### config.mk
export PLATFORM = sky130hd
export DESIGN_NAME = xmtr
export DESIGN_NICKNAME = d
export VERILOG_FILES = /design/src/rtl/xmtr.sv
export SDC_FILE = /design/constraint.sdc
export NUM_CORES = 1
export LEC_CHECK = 0
export CELL_PAD_IN_SITES_DETAIL_PLACEMENT = 1
export CELL_PAD_IN_SITES_GLOBAL_PLACEMENT = 2
export CORE_MARGIN = 5
export CORE_UTILIZATION = 41
export CTS_CLUSTER_SIZE = 40
export DETAILED_ROUTE_END_ITERATION = 7
export PLACE_DENSITY = 0.88
export SYNTH_ARGS = -nofsm -noshare
export SYNTH_HDL_FRONTEND = slang
export SYNTH_SLANG_ARGS = --single-unit
### constraint.sdc
create_clock -name clock -period 3.3 [get_ports clock]
set_input_delay 0.495 -clock clock [delete_from_list [all_inputs] [get_ports clock]]
set_output_delay 0.495 -clock clock [all_outputs]
set_load 0.01 [all_outputs]
### src/rtl/xmtr.sv
// ---------------------------------------------------------------------------
// xmtr : serial framing transmitter
//
// Host bytes are queued in a small FIFO.  Each byte leaves on the one-bit
// line as a 16-bit frame, MSB first: the MATCH header byte, then the data
// byte.  Between frames the line holds IDLE_BIT.  If another byte is
// already queued when a frame ends, the next frame starts on that same
// edge, so frames run back to back with no gap.
//
// Ports
//   clock      in   rising-edge clock
//   reset      in   asynchronous, active-high reset
//   data_in    in   [7:0] byte to queue
//   write      in   push data_in this cycle (dropped if the FIFO is full)
//   clear_err  in   clear the sticky overflow flag
//   full       out  FIFO holds DEPTH entries (registered)
//   empty      out  FIFO holds no entries (registered)
//   busy       out  a frame is on the line (state != IDLE)
//   overflow   out  sticky: a write arrived while full
//   data_out   out  serial line (registered)
//   dbg_state  out  [1:0] current FSM state (0 idle, 1 head, 2 body)
//
// Handshake: there is no ready signal.  A write is taken on any clock edge
// where write is high and the registered full flag is low; otherwise the
// byte is discarded and overflow is set.
// ---------------------------------------------------------------------------
module xmtr #(
   parameter logic [7:0] MATCH    = 8'hA5,
   parameter int         DEPTH    = 4,
   parameter logic       IDLE_BIT = ~MATCH[7]
) (
   input  logic       clock,
   input  logic       reset,
   input  logic [7:0] data_in,
   input  logic       write,
   input  logic       clear_err,
   output logic       full,
   output logic       empty,
   output logic       busy,
   output logic       overflow,
   output logic       data_out,
   output logic [1:0] dbg_state
);

   localparam int AW = $clog2(DEPTH);

   typedef enum logic [1:0] {
      S_IDLE = 2'd0,
      S_HEAD = 2'd1,
      S_BODY = 2'd2
   } state_t;

   state_t          state_q, state_d;
   logic [3:0]      cnt_q, cnt_d;
   logic [15:0]     frame_q, frame_d;
   logic            dout_q, dout_d;
   logic [AW-1:0]   wr_ptr_q, wr_ptr_d;
   logic [AW-1:0]   rd_ptr_q, rd_ptr_d;
   logic [AW:0]     count_q, count_d;
   logic            full_q, full_d;
   logic            empty_q, empty_d;
   logic            ovf_q, ovf_d;

   logic [7:0]      mem [DEPTH];
   logic            push;
   logic            pop;

   // Full is the registered flag, so a write in the same cycle as a pop
   // from a full FIFO is still dropped.
   assign push = write && !full_q;

   // ---------------- FSM: next state, frame shifter, line bit ----------------
   always_comb begin
      pop     = 1'b0;
      state_d = state_q;
      cnt_d   = cnt_q;
      frame_d = frame_q;
      dout_d  = dout_q;

      case (state_q)
         S_IDLE: begin
            dout_d = IDLE_BIT;
            if (!empty_q) begin
               pop     = 1'b1;
               frame_d = {MATCH, mem[rd_ptr_q]};
               dout_d  = MATCH[7];
               cnt_d   = 4'd0;
               state_d = S_HEAD;
            end
         end

         S_HEAD, S_BODY: begin
            // data_out already shows frame_q[15]; shift and present the
            // next bit.  cnt==k on this edge means bit (14-k) goes out.
            cnt_d   = cnt_q + 4'd1;
            frame_d = {frame_q[14:0], 1'b0};
            dout_d  = frame_q[14];
            if (state_q == S_HEAD && cnt_q == 4'd7) begin
               state_d = S_BODY;
            end
            if (cnt_q == 4'd15) begin
               if (!empty_q) begin
                  // Chain straight into the next frame, no idle bit.
                  pop     = 1'b1;
                  frame_d = {MATCH, mem[rd_ptr_q]};
                  dout_d  = MATCH[7];
                  cnt_d   = 4'd0;
                  state_d = S_HEAD;
               end else begin
                  dout_d  = IDLE_BIT;
                  cnt_d   = 4'd0;
                  state_d = S_IDLE;
               end
            end
         end

         default: begin
            dout_d  = IDLE_BIT;
            cnt_d   = 4'd0;
            state_d = S_IDLE;
         end
      endcase
   end

   // ---------------- FIFO bookkeeping ----------------
   always_comb begin
      wr_ptr_d = wr_ptr_q;
      rd_ptr_d = rd_ptr_q;
      count_d  = count_q;

      if (push) begin
         wr_ptr_d = wr_ptr_q + 1'b1;
      end
      if (pop) begin
         rd_ptr_d = rd_ptr_q + 1'b1;
      end

      case ({push, pop})
         2'b10:   count_d = count_q + 1'b1;
         2'b01:   count_d = count_q - 1'b1;
         default: count_d = count_q;
      endcase

      full_d  = (count_d == (AW + 1)'(DEPTH));
      empty_d = (count_d == '0);
   end

   // Set has priority over clear.
   always_comb begin
      ovf_d = ovf_q;
      if (write && full_q) begin
         ovf_d = 1'b1;
      end else if (clear_err) begin
         ovf_d = 1'b0;
      end
   end

   // ---------------- registers ----------------
   always_ff @(posedge clock or posedge reset) begin
      if (reset) begin
         state_q  <= S_IDLE;
         cnt_q    <= 4'd0;
         frame_q  <= 16'd0;
         dout_q   <= IDLE_BIT;
         wr_ptr_q <= '0;
         rd_ptr_q <= '0;
         count_q  <= '0;
         full_q   <= 1'b0;
         empty_q  <= 1'b1;
         ovf_q    <= 1'b0;
      end else begin
         state_q  <= state_d;
         cnt_q    <= cnt_d;
         frame_q  <= frame_d;
         dout_q   <= dout_d;
         wr_ptr_q <= wr_ptr_d;
         rd_ptr_q <= rd_ptr_d;
         count_q  <= count_d;
         full_q   <= full_d;
         empty_q  <= empty_d;
         ovf_q    <= ovf_d;
      end
   end

   // Storage needs no reset; occupancy is tracked by the pointers.
   always_ff @(posedge clock) begin
      if (push) begin
         mem[wr_ptr_q] <= data_in;
      end
   end

   assign full      = full_q;
   assign empty     = empty_q;
   assign busy      = (state_q != S_IDLE);
   assign overflow  = ovf_q;
   assign data_out  = dout_q;
   assign dbg_state = state_q;

endmodule
==> results of run 1 <==
## worst paths after layout
kind / from / slack (ns) / endpoint
max: dbg_state[0] / 0.77 / count_q[2]
min: frame_q[10] / 0.49 / frame_q[10]
max reg2reg: dbg_state[0] / 0.77 / count_q[2]
min reg2reg: frame_q[10] / 0.49 / frame_q[10]
max in group asynchronous: reset / 2.42 / empty
min in group asynchronous: reset / 0.55 / frame_q[2]
## cell usage after synthesis, types with 5 or more instances
cell type,instances
a21oi_1,15
a31oi_1,8
and2_1,5
buf_2,6
dfrtp_1,31
edfxtp_1,32
ha_1,9
inv_1,10
mux4_2,8
nand2_1,20
nand3_1,5
nor2_1,8
nor3_1,5
o21ai_0,17
## critical path: stages (launching register included)
cell and delay [ns]:
dfrtp_1 0.41, inv_1 0.08, ha_1 0.30, a41oi_2 0.27, nor3_2 0.10, ha_1 0.23, fa_1 0.38, xnor2_1 0.15
o21a_1 0.20, or2_2 0.29
## per-layer routing
metal	part of all wire (%)	track usage, %	vias to the layer above
li1	-	-	815
met1	47	17.7	875
met2	47	21.8	31
met3	3.6	3.86	11
met4	2.3	8.55	0
met5	0	0	-
## area by class of cell
| type | instances | area, sq um | share of cell area [%] |
|---|---|---|---|
| Clock buffer | 11 | 141 | 4.38 |
| Clock inverter | 5 | 47.5 | 1.47 |
| Inverter | 10 | 37.5 | 1.16 |
| Multi-Input combinational cell | 127 | 942 | 29.2 |
| Sequential cell | 64 | 1760 | 54.6 |
| Tap cell | 80 | 100 | 3.10 |
| Timing Repair Buffer | 20 | 195 | 6.05 |
## logic make-up after synthesis
group,after synthesis
xor+xnor,5
fa+ha+maj,10
buf+inv,25
compound gates,49
simple gates,53
flops,64
mux,10
## flip-flops by register name, indices dropped and copies added (netlist names), 2 cells and up
signal     count
rd_ptr_q       2
wr_ptr_q       2
frame_q       15
mem           32
dbg_state      2
count_q        3
cnt_q          4
## power groups by stage
stage          registers (mW)  logic, mW  clock network [mW]
5_1_grt                  1.33       1.02               0.715
3_5_place_dp             1.31      0.929                   0
4_1_cts                  1.30      0.934               0.674
6_report                 1.29      0.917               0.656
3_3_place_gp             1.29      0.881                   0
2_1_floorplan            1.21      0.768                   0
==> out/metrics.csv, run 1 <==
metric,value,unit
cp_max_fo,7,
n_antenna_cell,0,
switching_power,0.949,mW
cts_buffer_depth,2,
crit_arrival,2.75,ns
synth_top_area_share,34.0,%
area_growth,14.1,%
start_util,41.9,%
grtUsageTotal,14.1,%
post_dp_cell_area,3040,sq um
drtAntennaViolNets,0,
drive_above_1_share,13.5,%
avgSynthCellArea,13.1,sq um
wl,5500,um
cts_setup_buffers,0,
synth_flop_cell,edfxtp_1,
grt_start_max_net_pins,33,
layout.cells.non_filler,317,
clock_latency,0.34,ns
dp_hpwl,3690,um
clk_pin_slew,0.07,ns
dp_cells,301,
worstMarginPinSlew,0.865,ns
fmax,0.396,GHz
seq_area_frac_synth,62.3,%
layout.nets,254,
powerDensity,887,nW/um^2
layout_commonest_cell,edfxtp_1,
cts_tree,built,
total_power,2.86,mW
ys_seq_elements,64,
cts_resized,0,
clkPwrFrac,22.9,%
internal_power,1.91,mW
grt-ovfl-total,0,
grt_pass1_vias,1819,
fin_ws,0.772,ns
finalHoldViolCount,0,
synth-simple-area-share,9.73,%
path_class,reg2reg,
fin_tns_setup,0,ns
end_kind,register,
finClkSkew,0.00810,ns
place_ws,0.438,ns
holdPathStages,2,
pwr-share-seq,45.0,%
maxSlewViolCount,0,
yosys.area.top_type,edfxtp_1,
grt_pass1_wl,9160,um
synthCells,216,
finalCritPeriodShare,76.6,%
p_comb_share,32.0,%
core.rowCount,30,
min_period,2.53,ns
synth_nets,238,
post-route-drc-count,0,
yosysWarningCount,0,
synth_compound_area_share,10.2,%
numCtsBuffers,9,
swShare,33.2,%
h-tree-depth,3,
final_util,47.8,%
synthDistinctLibCells,42,
synthArstFlopShare,50.0,%
leakagePower,1.26,nW
synthAdderAreaFrac,4.69,%
start_kind,register,
fin_area,3230,sq um
portBuffers,18,
fin_hold_ws,0.486,ns
setup-violations-final,0,
synth_mux_area_share,7.12,%
max_slew_margin,42.3,%
die_y,93.0,um
max-vdd-ir-drop,0.456,mV
synthTopCellsByArea,"edfxtp_1 34%, dfrtp_1 27%, mux4_2 6.4%",
die_area,8660,sq um
rsz0062_at_grt,no,
yosys.area_share.xor_xnor,1.55,%
antenna_found_initial,0,
synth_area,2830,sq um
drv_cap,0,
routabilityCongestion,0.727,
ff2ff_path_depth,9,
vias_per_cell,5.46,
dieWidth,93.0,um
numClockSinks,64,
cts_hold_buf,0,
drt_pass1_iterations,4,
ios,19,
wl_per_cell,17.4,um
num_vias,1732,
nFillCells,708,
mostFrequentLayoutCells,"32 x edfxtp_1, 31 x dfrtp_1, 20 x nand2_1",
outcome,"complete, no violations",
root_buffer,clkbuf_8,
synth_top_family_by_area,compound AO/OA/AOI/OAI gates,
synth-edff-count,32,
hold_class,reg2reg,
core_area,6760,sq um
drt-initial-drc-count,79,
cp.required,3.53,ns
Note: power is estimated with default switching activity, not from simulation.
==> run 2: changes to the inputs <==
--- a/config.mk
+++ b/config.mk
@@ -8,10 +8,10 @@
 export CELL_PAD_IN_SITES_DETAIL_PLACEMENT = 1
 export CELL_PAD_IN_SITES_GLOBAL_PLACEMENT = 2
 export CORE_MARGIN = 5
-export CORE_UTILIZATION = 41
+export CORE_UTILIZATION = 37
 export CTS_CLUSTER_SIZE = 40
 export DETAILED_ROUTE_END_ITERATION = 7
-export PLACE_DENSITY = 0.88
+export PLACE_DENSITY = 0.84
 export SYNTH_ARGS = -nofsm -noshare
 export SYNTH_HDL_FRONTEND = slang
 export SYNTH_SLANG_ARGS = --single-unit
==> constraint.sdc (replaced) <==
create_clock -name clock -period 2.05 [get_ports clock]
set_input_delay 0.3075 -clock clock [delete_from_list [all_inputs] [get_ports clock]]
set_output_delay 0.3075 -clock clock [all_outputs]
set_load 0.01 [all_outputs]
==> run 2 against run 1 <==
  * The run now ends with negative setup slack left
  * Maximum frequency grew 16%
  * Sequential share of layout area shrank 5.6 points
  * Routed wire length grew 7.4%
  * Worst hold slack lost 0.14 ns
  * Global-route usage shrank 0.97 points
  * Register-to-register slack lost 0.90 ns
  * Utilization grew 1.3 points
  * Critical path depth is the same
  * Clock skew shrank 0.00064 ns
  * Final area grew 12%
  * Critical path type unchanged
  * First-iteration DRC count shrank 34%
==> out/metrics.csv, run 2 (synthesis gave the netlist of run 1 again) <==
metric,value,unit,change
wl,5910,um,+7.4%
numClockSinks,64,,unchanged
max_slew_margin,62.6,%,+20 points
worstMarginPinSlew,0.561,ns,-0.304 ns
num_vias,1830,,+5.7%
area_growth,27.3,%,
dp_hpwl,3950,um,+7.0%
cts_buffer_depth,2,,unchanged
grt-busiest-layer,met2,,
finalCritPeriodShare,106,%,+30 points
clkPwrFrac,23.4,%,+0.5 points
drv_cap,0,,unchanged
p_comb_share,39.0,%,+7.0 points
root_buffer,clkbuf_8,,
finalHoldViolCount,0,,unchanged
hold_class,in2async,,
internal_power,3.54,mW,+85%
dieWidth,97.4,um,+4.7%
grt_pass1_wl,9930,um,+8.4%
drt-initial-drc-count,52,,-34%
violations,negative setup slack,,
rsz0062_at_grt,yes,,
switching_power,1.76,mW,+85%
h-tree-depth,3,,unchanged
crit_arrival,2.42,ns,-0.33 ns
reg_top3,"mem: 32 flops, frame_q: 15 flops, cnt_q: 4 flops",,
start_kind,register,,
portBuffers,18,,unchanged
core_area,7330,sq um,+8.5%
fmax,0.458,GHz,+16%
mostFrequentLayoutCells,"32 x edfxtp_1, 31 x dfrtp_1, 30 x buf_4",,
gr-usage-met3,3.88,%,+0.015 points
outcome,"finished, violations left",,
cp_slowest_cell,dfrtp_1,,
place_ws,-0.287,ns,-0.725 ns
path_class,reg2reg,,
finClkSkew,0.00746,ns,-0.000640 ns
fin_ws,-0.133,ns,-0.905 ns
max-vdd-ir-drop,0.807,mV,+77%
die_area,9490,sq um,+9.6%
multiInputGateArea,1020,sq um,+8.2%
layout.nets,283,,+11%
cts_hold_buf,0,,unchanged
grt-ovfl-total,0,,unchanged
grt_start_max_net_pins,33,,unchanged
post-route-drc-count,0,,unchanged
slowest_delay,0.40,ns,about the same
nFillCells,746,,+5.4%
min_period,2.18,ns,-0.345 ns
largest_register_ff_count,32,,unchanged
cp.required,2.28,ns,-1.25 ns
drt_pass1_iterations,4,,unchanged
layout_commonest_cell,edfxtp_1,,
vias_per_cell,5.01,,-8.2%
pwr-share-seq,37.7,%,-7.3 points
wl_per_cell,16.2,um,-6.7%
end_kind,register,,
regMostFlops,mem,,
crit_chain,inv_2 -> ha_4 -> a41oi_4 -> nor3_4 -> ha_2 -> fa_2 -> xnor2_2 -> o21a_1 -> or2_4,,
antenna_found_initial,0,,unchanged
maxSlewViolCount,0,,unchanged
register_area,1760,sq um,unchanged
n_antenna_cell,0,,unchanged
start_util,38.6,%,-3.3 points
grtUsageMet2,21.1,%,-0.64 points
drtAntennaViolNets,0,,unchanged
cts_tree,built,,
die_y,97.4,um,+4.7%
powerDensity,1470,nW/um^2,+66%
routabilityCongestion,0.714,,-1.7%
fin_hold_ws,0.350,ns,-0.136 ns
grtUsageTotal,13.2,%,-0.97 points
numCtsBuffers,9,,unchanged
final_util,49.1,%,+1.3 points
setup-violations-final,3,,+3
core.rowCount,31,,+3.3%
clk_pin_slew,0.08,ns,about the same
ios,19,,unchanged
grt_use_met1,17.0,%,-0.73 points
grt_pass1_vias,1956,,+7.5%
clock_latency,0.34,ns,about the same
drive_above_1_share,28.2,%,+15 points
cp_max_fo,3,,-4
fin_tns_setup,-0.368,ns,-0.368 ns
swShare,33.2,%,about the same
leakagePower,1.44,nW,+14%
run 2: stage by stage:
stage,total power [mW],cell area [sq um],std cells
floorplan,3.23,2850,216
global placement,3.77,3260,343
detailed placement,3.87,3260,343
CTS,5.23,3540,362
global route,5.65,3600,365
finish,5.30,3600,365
run 2: layout make-up:
| cell class | count | area share [%] |
|---|---|---|
| Inverter | 10 | 1.04 |
| Clock buffer | 9 | 3.44 |
| Sequential cell | 64 | 49.0 |
| Tap cell | 99 | 3.44 |
| Clock inverter | 7 | 2.85 |
| Timing Repair Buffer | 49 | 11.9 |
| Multi-Input combinational cell | 127 | 28.3 |
run 2: power by group through the flow:
stage                     clock network (mW)  logic (mW)  registers (mW)
after global placement                     0        1.77            1.99
after CTS                               1.27        1.97            1.99
after floorplan                            0        1.28            1.95
final                                   1.24        2.07            2.00
after global routing                    1.33        2.28            2.05
after detailed placement                   0        1.85            2.02
run 2: final timing paths:
| path | to | cells past startpoint | slack, ns | from |
|---|---|---|---|---|
| max | count_q[2] | 9 | -0.13 | dbg_state[0] |
| min | dbg_state[1] | 3 | 0.35 | reset |
| max reg2reg | count_q[2] | 9 | -0.13 | dbg_state[0] |
| min reg2reg | frame_q[13] | 2 | 0.49 | frame_q[13] |
| max in group asynchronous | empty | 3 | 1.37 | reset |
| min in group clock | frame_q[13] | 2 | 0.49 | frame_q[13] |
run 2: worst max-delay path, delay by kind of cell, from the launching register on:
| kind | cells | cell delay [ns] |
|---|---|---|
| xor+xnor | 1 | 0.17 |
| buf+inv | 1 | 0.09 |
| fa+ha+maj | 3 | 0.76 |
| flops | 1 | 0.40 |
| compound gates | 2 | 0.38 |
| simple gates | 2 | 0.29 |
run 2: timing repair:
item,in CTS,in global routing
setup endpoints to repair,5,5
setup buffers,3,3
resized for setup,6,7
pin swaps,9,3
run 2: routing by layer:
metal	share of wire, %	vias up
li1	-	869
met1	45	924
met2	50	31
met3	3.6	6
met4	1.3	0
met5	0	-
